[src/rtl/queue_wait_engine.sv]
// Queue occupancy counter with synchronised button/teller inputs and a
// sequential restoring divider that estimates customer waiting time.
module queue_wait_engine #(
   parameter int MAX_COUNT = 7,
   parameter int N_TELLERS = 3,
   parameter int SVC_TIME  = 5,
   parameter int CNT_W     = $clog2(MAX_COUNT+1),
   parameter int WAIT_W    = CNT_W + $clog2(SVC_TIME+1) + 1
) (
   input  logic                           clk,
   input  logic                           reset,
   input  logic                           arrive_btn,
   input  logic                           depart_btn,
   input  logic [N_TELLERS-1:0]           teller_en,
   output logic [CNT_W-1:0]               count,
   output logic                           empty,
   output logic                           full,
   output logic                           reject_full,
   output logic                           reject_empty,
   output logic [$clog2(N_TELLERS+1)-1:0] active_tellers,
   output logic                           no_teller,
   output logic [WAIT_W-1:0]              wait_time,
   output logic                           wait_valid
);

   localparam int AT_W = $clog2(N_TELLERS+1);
   localparam int BC_W = $clog2(WAIT_W+1);
   localparam logic [CNT_W-1:0] MAXC = CNT_W'(MAX_COUNT);

   if (MAX_COUNT*SVC_TIME + N_TELLERS - 1 >= (1 << WAIT_W)) begin : g_num_chk
      $error("queue_wait_engine: numerator does not fit WAIT_W");
   end

   typedef enum logic {IDLE, CALC} state_t;

   // bit 0 = arrive, bit 1 = depart
   logic [1:0]           btn_s1_d, btn_s1_q, btn_s2_d, btn_s2_q, btn_prev_d, btn_prev_q;
   logic [N_TELLERS-1:0] ten_s1_d, ten_s1_q, ten_s2_d, ten_s2_q;
   logic [CNT_W-1:0]     count_d, count_q;
   logic                 empty_d, empty_q, full_d, full_q;
   logic                 rej_full_d, rej_full_q, rej_empty_d, rej_empty_q;
   logic                 arr_ev, dep_ev;
   logic [AT_W-1:0]      at_c;

   state_t               state_d, state_q;
   logic [CNT_W-1:0]     lat_cnt_d, lat_cnt_q;
   logic [AT_W-1:0]      lat_at_d, lat_at_q;
   logic [WAIT_W-1:0]    num_d, num_q;
   logic [WAIT_W:0]      rem_d, rem_q, rem_sh;
   logic [BC_W-1:0]      bit_cnt_d, bit_cnt_q;
   logic [WAIT_W-1:0]    wait_time_d, wait_time_q;
   logic                 no_teller_d, no_teller_q, wait_valid_d, wait_valid_q;
   logic                 op_chg, q_bit;

   always_comb begin
      btn_s1_d   = {depart_btn, arrive_btn};
      btn_s2_d   = btn_s1_q;
      btn_prev_d = btn_s2_q;
      ten_s1_d   = teller_en;
      ten_s2_d   = ten_s1_q;
   end

   always_comb begin
      at_c = '0;
      for (int i = 0; i < N_TELLERS; i++) at_c = at_c + AT_W'(ten_s2_q[i]);
   end

   // Simultaneous arrive and depart cancel out, so neither rejects.
   always_comb begin
      arr_ev      = btn_s2_q[0] & ~btn_prev_q[0];
      dep_ev      = btn_s2_q[1] & ~btn_prev_q[1];
      count_d     = count_q;
      rej_full_d  = 1'b0;
      rej_empty_d = 1'b0;
      if (arr_ev && !dep_ev) begin
         if (count_q == MAXC) rej_full_d = 1'b1;
         else                 count_d    = count_q + 1'b1;
      end else if (dep_ev && !arr_ev) begin
         if (count_q == '0) rej_empty_d = 1'b1;
         else               count_d     = count_q - 1'b1;
      end
      empty_d = (count_d == '0);
      full_d  = (count_d == MAXC);
   end

   always_comb begin
      state_d      = state_q;
      lat_cnt_d    = lat_cnt_q;
      lat_at_d     = lat_at_q;
      num_d        = num_q;
      rem_d        = rem_q;
      bit_cnt_d    = bit_cnt_q;
      wait_time_d  = wait_time_q;
      no_teller_d  = no_teller_q;
      wait_valid_d = wait_valid_q;
      op_chg       = (count_q != lat_cnt_q) || (at_c != lat_at_q);
      rem_sh       = {rem_q[WAIT_W-1:0], num_q[WAIT_W-1]};
      q_bit        = (rem_sh >= (WAIT_W+1)'(lat_at_q));
      // A changed operand always (re)starts the division, aborting any
      // calculation in flight.
      if (op_chg) begin
         lat_cnt_d    = count_q;
         lat_at_d     = at_c;
         num_d        = WAIT_W'(count_q) * WAIT_W'(SVC_TIME) + WAIT_W'(at_c) - WAIT_W'(1);
         rem_d        = '0;
         bit_cnt_d    = '0;
         wait_valid_d = 1'b0;
         state_d      = CALC;
      end else if (state_q == CALC) begin
         rem_d     = q_bit ? rem_sh - (WAIT_W+1)'(lat_at_q) : rem_sh;
         num_d     = {num_q[WAIT_W-2:0], q_bit};
         bit_cnt_d = bit_cnt_q + 1'b1;
         if (bit_cnt_q == BC_W'(WAIT_W-1)) begin
            wait_time_d  = (lat_at_q == '0 || lat_cnt_q == '0) ? '0 : num_d;
            no_teller_d  = (lat_at_q == '0);
            wait_valid_d = 1'b1;
            state_d      = IDLE;
         end
      end
   end

   always_ff @(posedge clk or posedge reset) begin
      if (reset) begin
         btn_s1_q     <= '0;
         btn_s2_q     <= '0;
         btn_prev_q   <= '0;
         ten_s1_q     <= '0;
         ten_s2_q     <= '0;
         count_q      <= '0;
         empty_q      <= 1'b1;
         full_q       <= 1'b0;
         rej_full_q   <= 1'b0;
         rej_empty_q  <= 1'b0;
         state_q      <= IDLE;
         lat_cnt_q    <= '0;
         lat_at_q     <= '0;
         num_q        <= '0;
         rem_q        <= '0;
         bit_cnt_q    <= '0;
         wait_time_q  <= '0;
         no_teller_q  <= 1'b1;
         wait_valid_q <= 1'b1;
      end else begin
         btn_s1_q     <= btn_s1_d;
         btn_s2_q     <= btn_s2_d;
         btn_prev_q   <= btn_prev_d;
         ten_s1_q     <= ten_s1_d;
         ten_s2_q     <= ten_s2_d;
         count_q      <= count_d;
         empty_q      <= empty_d;
         full_q       <= full_d;
         rej_full_q   <= rej_full_d;
         rej_empty_q  <= rej_empty_d;
         state_q      <= state_d;
         lat_cnt_q    <= lat_cnt_d;
         lat_at_q     <= lat_at_d;
         num_q        <= num_d;
         rem_q        <= rem_d;
         bit_cnt_q    <= bit_cnt_d;
         wait_time_q  <= wait_time_d;
         no_teller_q  <= no_teller_d;
         wait_valid_q <= wait_valid_d;
      end
   end

   assign count          = count_q;
   assign empty          = empty_q;
   assign full           = full_q;
   assign reject_full    = rej_full_q;
   assign reject_empty   = rej_empty_q;
   assign active_tellers = at_c;
   assign no_teller      = no_teller_q;
   assign wait_time      = wait_time_q;
   assign wait_valid     = wait_valid_q;

endmodule

[config.mk]
export PLATFORM = sky130hd
export DESIGN_NAME = queue_wait_engine
export DESIGN_NICKNAME = d
export VERILOG_FILES = /design/src/rtl/queue_wait_engine.sv
export SDC_FILE = /design/constraint.sdc
export NUM_CORES = 1
export LEC_CHECK = 0
export CORE_MARGIN = 4
export CORE_UTILIZATION = 50
export DETAILED_ROUTE_END_ITERATION = 7
export PLACE_DENSITY = 0.71
export SYNTH_ARGS = -nofsm -noshare
export SYNTH_HDL_FRONTEND = slang
export SYNTH_SLANG_ARGS = --single-unit
export TNS_END_PERCENT = 20
[constraint.sdc]
create_clock -name clk -period 2.9 [get_ports clk]
set_input_delay 0.29 -clock clk [delete_from_list [all_inputs] [get_ports clk]]
set_output_delay 0.29 -clock clk [all_outputs]
set_load 0.01 [all_outputs]
== Yosys cells after proc, flatten, opt, wreduce, memory -nomap -nowiden ==
Cells that the tools add are included.

* Register bits: 51
* Bits of input ports: 7
* Output and inout port bits: 18
* Word-level logic and storage cells: 76

* Add/sub/neg operators: 8
* Multiply operators: 1
* $lt $le $gt $ge: 1
* Equal/unequal tests: 5
* Muxes and demuxes: 23
* Bitwise gates (word level): 5
* Reduce and logical (&&, ||, !) cells: 14

{| class="wikitable"
|+ Operator list
! cell !! count
|-
| 7-bit two-way mux || 6
|-
| 3-bit two-way mux || 6
|-
| 1-bit two-way mux || 11
|-
| 3-bit equality test, second input constant || 3
|-
| 3-bit zero test || 3
|-
| 8-bit by 2-bit >= comparator with 1-bit output || 1
|-
| 6-bit by 2-bit adder with 7-bit output || 1
|-
| 7-bit by 1-bit subtractor with 7-bit output, second input constant || 1
|-
| 7-bit by 2-bit subtractor with 7-bit output || 1
|-
| 3-bit by 1-bit adder with 3-bit output, second input constant || 2
|-
| 3-bit by 3-bit multiplier with 6-bit output, second input constant || 1
|-
| 2-bit nonzero test || 2
|-
| 3-bit != test || 1
|-
| 1-bit NOT || 3
|-
| 3-bit AND reduction || 1
|-
| 3-bit by 1-bit subtractor with 3-bit output, second input constant || 1
|-
| 1-bit by 1-bit adder with 2-bit output || 1
|-
| 2-bit by 1-bit adder with 2-bit output || 1
|-
| 1-bit AND || 2
|-
| 1-bit logical AND || 2
|-
| 1-bit zero test || 2
|-
| 2-bit zero test || 1
|-
| 1-bit logical OR || 2
|-
| 2-bit != test || 1
|-
| 2-bit AND reduction || 1
|}

== Depth between registers and ports, before layout ==
* Word-level depth: 7
* Mapped depth: 9
* Mapped depth without buffers: 9

== Worst setup path before layout ==
OpenSTA, ideal clock, no wires.

* Path kind: flip-flop to flip-flop
* Start point: register ten_s2_q[0]
* End point: register num_q[6]
* Library setup time: 0.127 ns
* Arrival time: 2.329 ns
* Required time: 2.773 ns
* Path slack: 0.444 ns
* Stages on the path, launching flop included: 9
* Path buffers: 0
* Clock period less this slack: 2.456 ns
* Cells stage by stage: dfrtp_1 inv_1 fa_1 mux2i_1 fa_1 a211o_1 a2111oi_0 nand4b_1 mux2i_1

* Word-level cells in the longest chain between the ends: 5
* Elaborated cells on any way between the ends: 8
* Those cells by class: 4 x add/sub; 1 x eq/ne; 1 x mux; 2 x reduce/logical

{| class="wikitable"
|+ Ends and longest elaborated chain
! element !! line !! text
|-
| start, declared || 38 || <nowiki>logic [N_TELLERS-1:0] ten_s1_d, ten_s1_q, ten_s2_d, ten_s2_q;</nowiki>
|-
| start signal, assigned || 148 || <nowiki>ten_s2_q <= ten_s2_d;</nowiki>
|-
| 1-bit by 1-bit adder with 2-bit output (*) || 65 || <nowiki>for (int i = 0; i < N_TELLERS; i++) at_c = at_c + AT_W'(ten_s2_q[i]);</nowiki>
|-
| 2-bit by 1-bit adder with 2-bit output (*) || 65 ||
|-
| 6-bit by 2-bit adder with 7-bit output / 2-bit != test (equally long branches) || 104, 96 ||
|-
| 7-bit by 1-bit subtractor with 7-bit output / 1-bit logical OR (equally long branches) || 104, 96 ||
|-
| 7-bit two-way mux / 2-bit nonzero test (equally long branches) || - ||
|-
| end signal, assigned || 157 || <nowiki>num_q <= num_d;</nowiki>
|-
| end, declared || 48 || <nowiki>logic [WAIT_W-1:0] num_d, num_q;</nowiki>
|}

Every way passes the cells marked *; elsewhere a longest branch is shown, timed or not.
A chain may end at the register's enable or synchronous reset.

== Worst setup path after layout ==
Same ends and word-level chain as after synthesis.

==> metrics.md <==
| Metric | Value |
|---|---|
| Net count after synthesis | `roughly 270` |
| Routed wire per std cell | `14.0 um` |
| Final hold violations | `0` |
| Mapped Avg Cell Area | `10.8 um2` |
| Clk Latency, worst-skew pair | `0.30 ns` |
| Hold Buf Count CTS | `0` |
| Antenna viol nets, final | `0` |
| Non-Filler Instances | `344` |
| CTS Buffer Depth | `2` |
| Register area share after synthesis | `0.481` |
| Vias in the first global route | `1900` |
| Area Growth Syn to Fin | `16.4%` |
| Yosys warning total | `0` |
| Largest net degree at the start of global routing | `31` |
| Max rail drop VDD | `between 600 and 700 uV` |
| Post-CTS Setup Inserts | `0` |
| Final core utilization | `0.603` |
| Port Buffer Count | `24` |
| Slew Limit Headroom | `0.580` |
| Post-Syn Area | `2660 um2` |
| Fin crit period | `approximately 2.5 ns` |
| Register Area | `between 1000 and 1500 um2` |
| Die area | `6560 um2` |
| Ys async rst share | `1.00` |
| Final WL | `about 4800 um` |
| Die Width | `81.0 um` |
| Top-count cell post-synth | `dfrtp_1` |
| Arrival time worst endpoint | `2.71 ns` |
| Final-stage net count | `299` |
| Crit path max fanout | `3` |
| Worst setup startpoint | `ten_s2_q[0]` |
| CP required | `a little over 3 ns` |
| Root Buffer | `clkbuf_8` |
| Crit share post-route | `0.877` |
| Min-delay src | `btn_s1_q[0]` |
| Cells after Synth | `247` |
| Setup CP Type | `register to register` |
| Max-slew violations | `0` |
| Ant diodes | `0` |
| Clock sink total | `51` |
| Pwr/cell area | `a little over 900 nW/um2` |
| Core area | `5140 um2` |
| Initial Util | `0.518` |
| Placer Congestion | `0.923` |
| Yosys reg bits | `51` |
| Via count | `1854` |
| Fillers | `446` |
| Iter 0 DRT Violations | `151` |
| Yosys cell types | `51` |
| Area of the multi-input gates | `about 1300 um2` |
| Startpoint Class | `register` |
| CTS tree | `done` |
| Skew final | `between 0.008 and 0.009 ns` |
| Total track usage | `0.168` |
| Post-synth EDFFs | `0` |
| Setup violators final | `0` |
| Max Fclk | `393 MHz` |
| Outcome | `finished, final reports clean` |
| TritonCTS Buffers | `5` |
| Synth cell count leaders | `dfrtp_1 (48), inv_1 (21), nor2_1 (17), ha_1 (16), mux2i_1 (13)` |
| DP Wirelength | `3530 um` |
| Gr ovfl total | `0` |
| Residual DRC count | `0` |
| Leak | `about 0.0014 uW` |
| Worst Hold Slack | `~0.36 ns` |
| Worst Hold Class | `register to register` |
| Yosys top cell area share | `0.451` |
| Placed cell area | `2990 um2` |
| Ys flop type | `dfrtp_1` |
| Share of layout cells above drive strength 1 | `0.0912` |
| Unrepaired setup endpoints after global routing | `false` |
| First-pass GRT wire length | `approximately 8600 um` |
| Post-Route Setup TNS | `0 ns` |
| Synth area leaders | `dfrtp_1 (45%), ha_1 (7.5%), mux2i_1 (4.9%), dfstp_2 (3.0%), inv_1 (3.0%)` |
| Placed cell count | `336` |
| Post-CTS sizing | `0` |
| Clk pin slew, worst setup/hold paths | `around 0.1 ns` |
| Pre-Repair DR Iteration Count | `4` |
| Setup crit end kind | `register` |
| Actual slew at the worst max-slew pin | `0.625 ns` |
| Number of max-cap violations | `0` |
| Die span in y | `81.0 um` |
| Core Rows | `26` |
| Initial antenna violation count | `0` |
| # H-tree levels | `2` |
| Via density | `5.39` |
| Area leader, netlist | `dfrtp_1` |
| FF-to-FF Start | `ten_s2_q[0]` |
| Io pins | `25` |
| Final Cell Area | `a little over 3000 um2` |
[critical path, cell delays in order (launching register included)]
cell	delay [ns]
dfrtp_1	0.33
inv_1	0.05
fa_1	0.57
mux2i_1	0.12
fa_1	0.47
a211o_1	0.29
a2111oi_0	0.35
nand4b_1	0.16
mux2i_1	0.07
[final cells by class]
class	count	area share
Clock inverter	2	0.0121
Tap cell	70	0.0283
Timing Repair Buffer	29	0.0897
Clock buffer	6	0.0234
Inverter	21	0.0254
Sequential cell	51	0.413
Multi-Input combinational cell	165	0.408
[cell usage in the layout, fill, tap and decap left out, drive strengths merged, types with 2 or more instances in the layout]
| cell | netlist | layout |
|---|---|---|
| o21ai | 7 | 7 |
| nand2 | 12 | 12 |
| nor3 | 5 | 5 |
| buf | 3 | 5 |
| nor2b | 4 | 4 |
| dfstp | 3 | 3 |
| a31oi | 4 | 4 |
| nor2 | 17 | 17 |
| nor4 | 6 | 6 |
| a211o | 2 | 2 |
| a2111oi | 3 | 3 |
| ha | 16 | 16 |
| a22o | 7 | 7 |
| mux2 | 3 | 3 |
| a21oi | 5 | 5 |
| fa | 3 | 3 |
| xor2 | 7 | 7 |
| nand2b | 6 | 6 |
| nand3 | 6 | 6 |
| mux2i | 13 | 13 |
| inv | 21 | 21 |
| clkdlybuf4s50 | 0 | 24 |
| nand4 | 3 | 3 |
| clkbuf | 7 | 6 |
| or3 | 3 | 3 |
| a21o | 4 | 4 |
| xnor2 | 7 | 7 |
| dfrtp | 48 | 48 |
| a21boi | 2 | 2 |
[per-stage QoR]
step,total power [uW],setup slack (ns)
floorplan,2020,0.444
global placement,2320,0.448
detailed placement,2330,0.401
CTS,2840,0.379
global route,3060,0.213
finish,2810,0.358
[kinds of logic after synthesis]
logic type,count (synthesis),share of synthesized area
AND/OR/NAND/NOR,72,0.148
flip-flops,51,0.481
AO/OA/AOI/OAI,44,0.121
buffers and inverters,31,0.0446
adder cells (fa/ha/maj),19,0.0977
multiplexers,16,0.0616
XOR/XNOR,14,0.0461
[layer usage]
metal	wire, um	global-route usage	up-vias
met5	0	0	-
met4	52	0.0557	0
met3	204	0.0355	7
met2	2350	0.287	40
met1	2210	0.212	890
li1	-	-	917
[registers in the layout (all words and copies together) (netlist names), 2 cells and up]
signal and count:
num_q 7, rem_q 7, wait_time 7, bit_cnt_q 3, count 3, lat_cnt_q 3
ten_s1_q 3, ten_s2_q 3, btn_prev_d 2, btn_prev_q 2, btn_s1_q 2, lat_at_q 2
[worst paths after layout]
kind / to / slack [ns] / cells past startpoint
max: num_q[6] / 0.36 / 8
min: btn_prev_d[0] / 0.36 / 0
max reg2reg: num_q[6] / 0.36 / 8
min reg2reg: btn_prev_d[0] / 0.36 / 0
max in group asynchronous: wait_valid / 1.79 / 3
min in group asynchronous: ten_s2_q[2] / 0.37 / 2
[power breakdown]
group | internal (uW) | switching [uW] | total, uW
Clock | 258 | 236 | 494
Combinational | 644 | 714 | 1360
Sequential | 844 | 113 | 957
No activity file was read; power rests on OpenSTA's default activity.
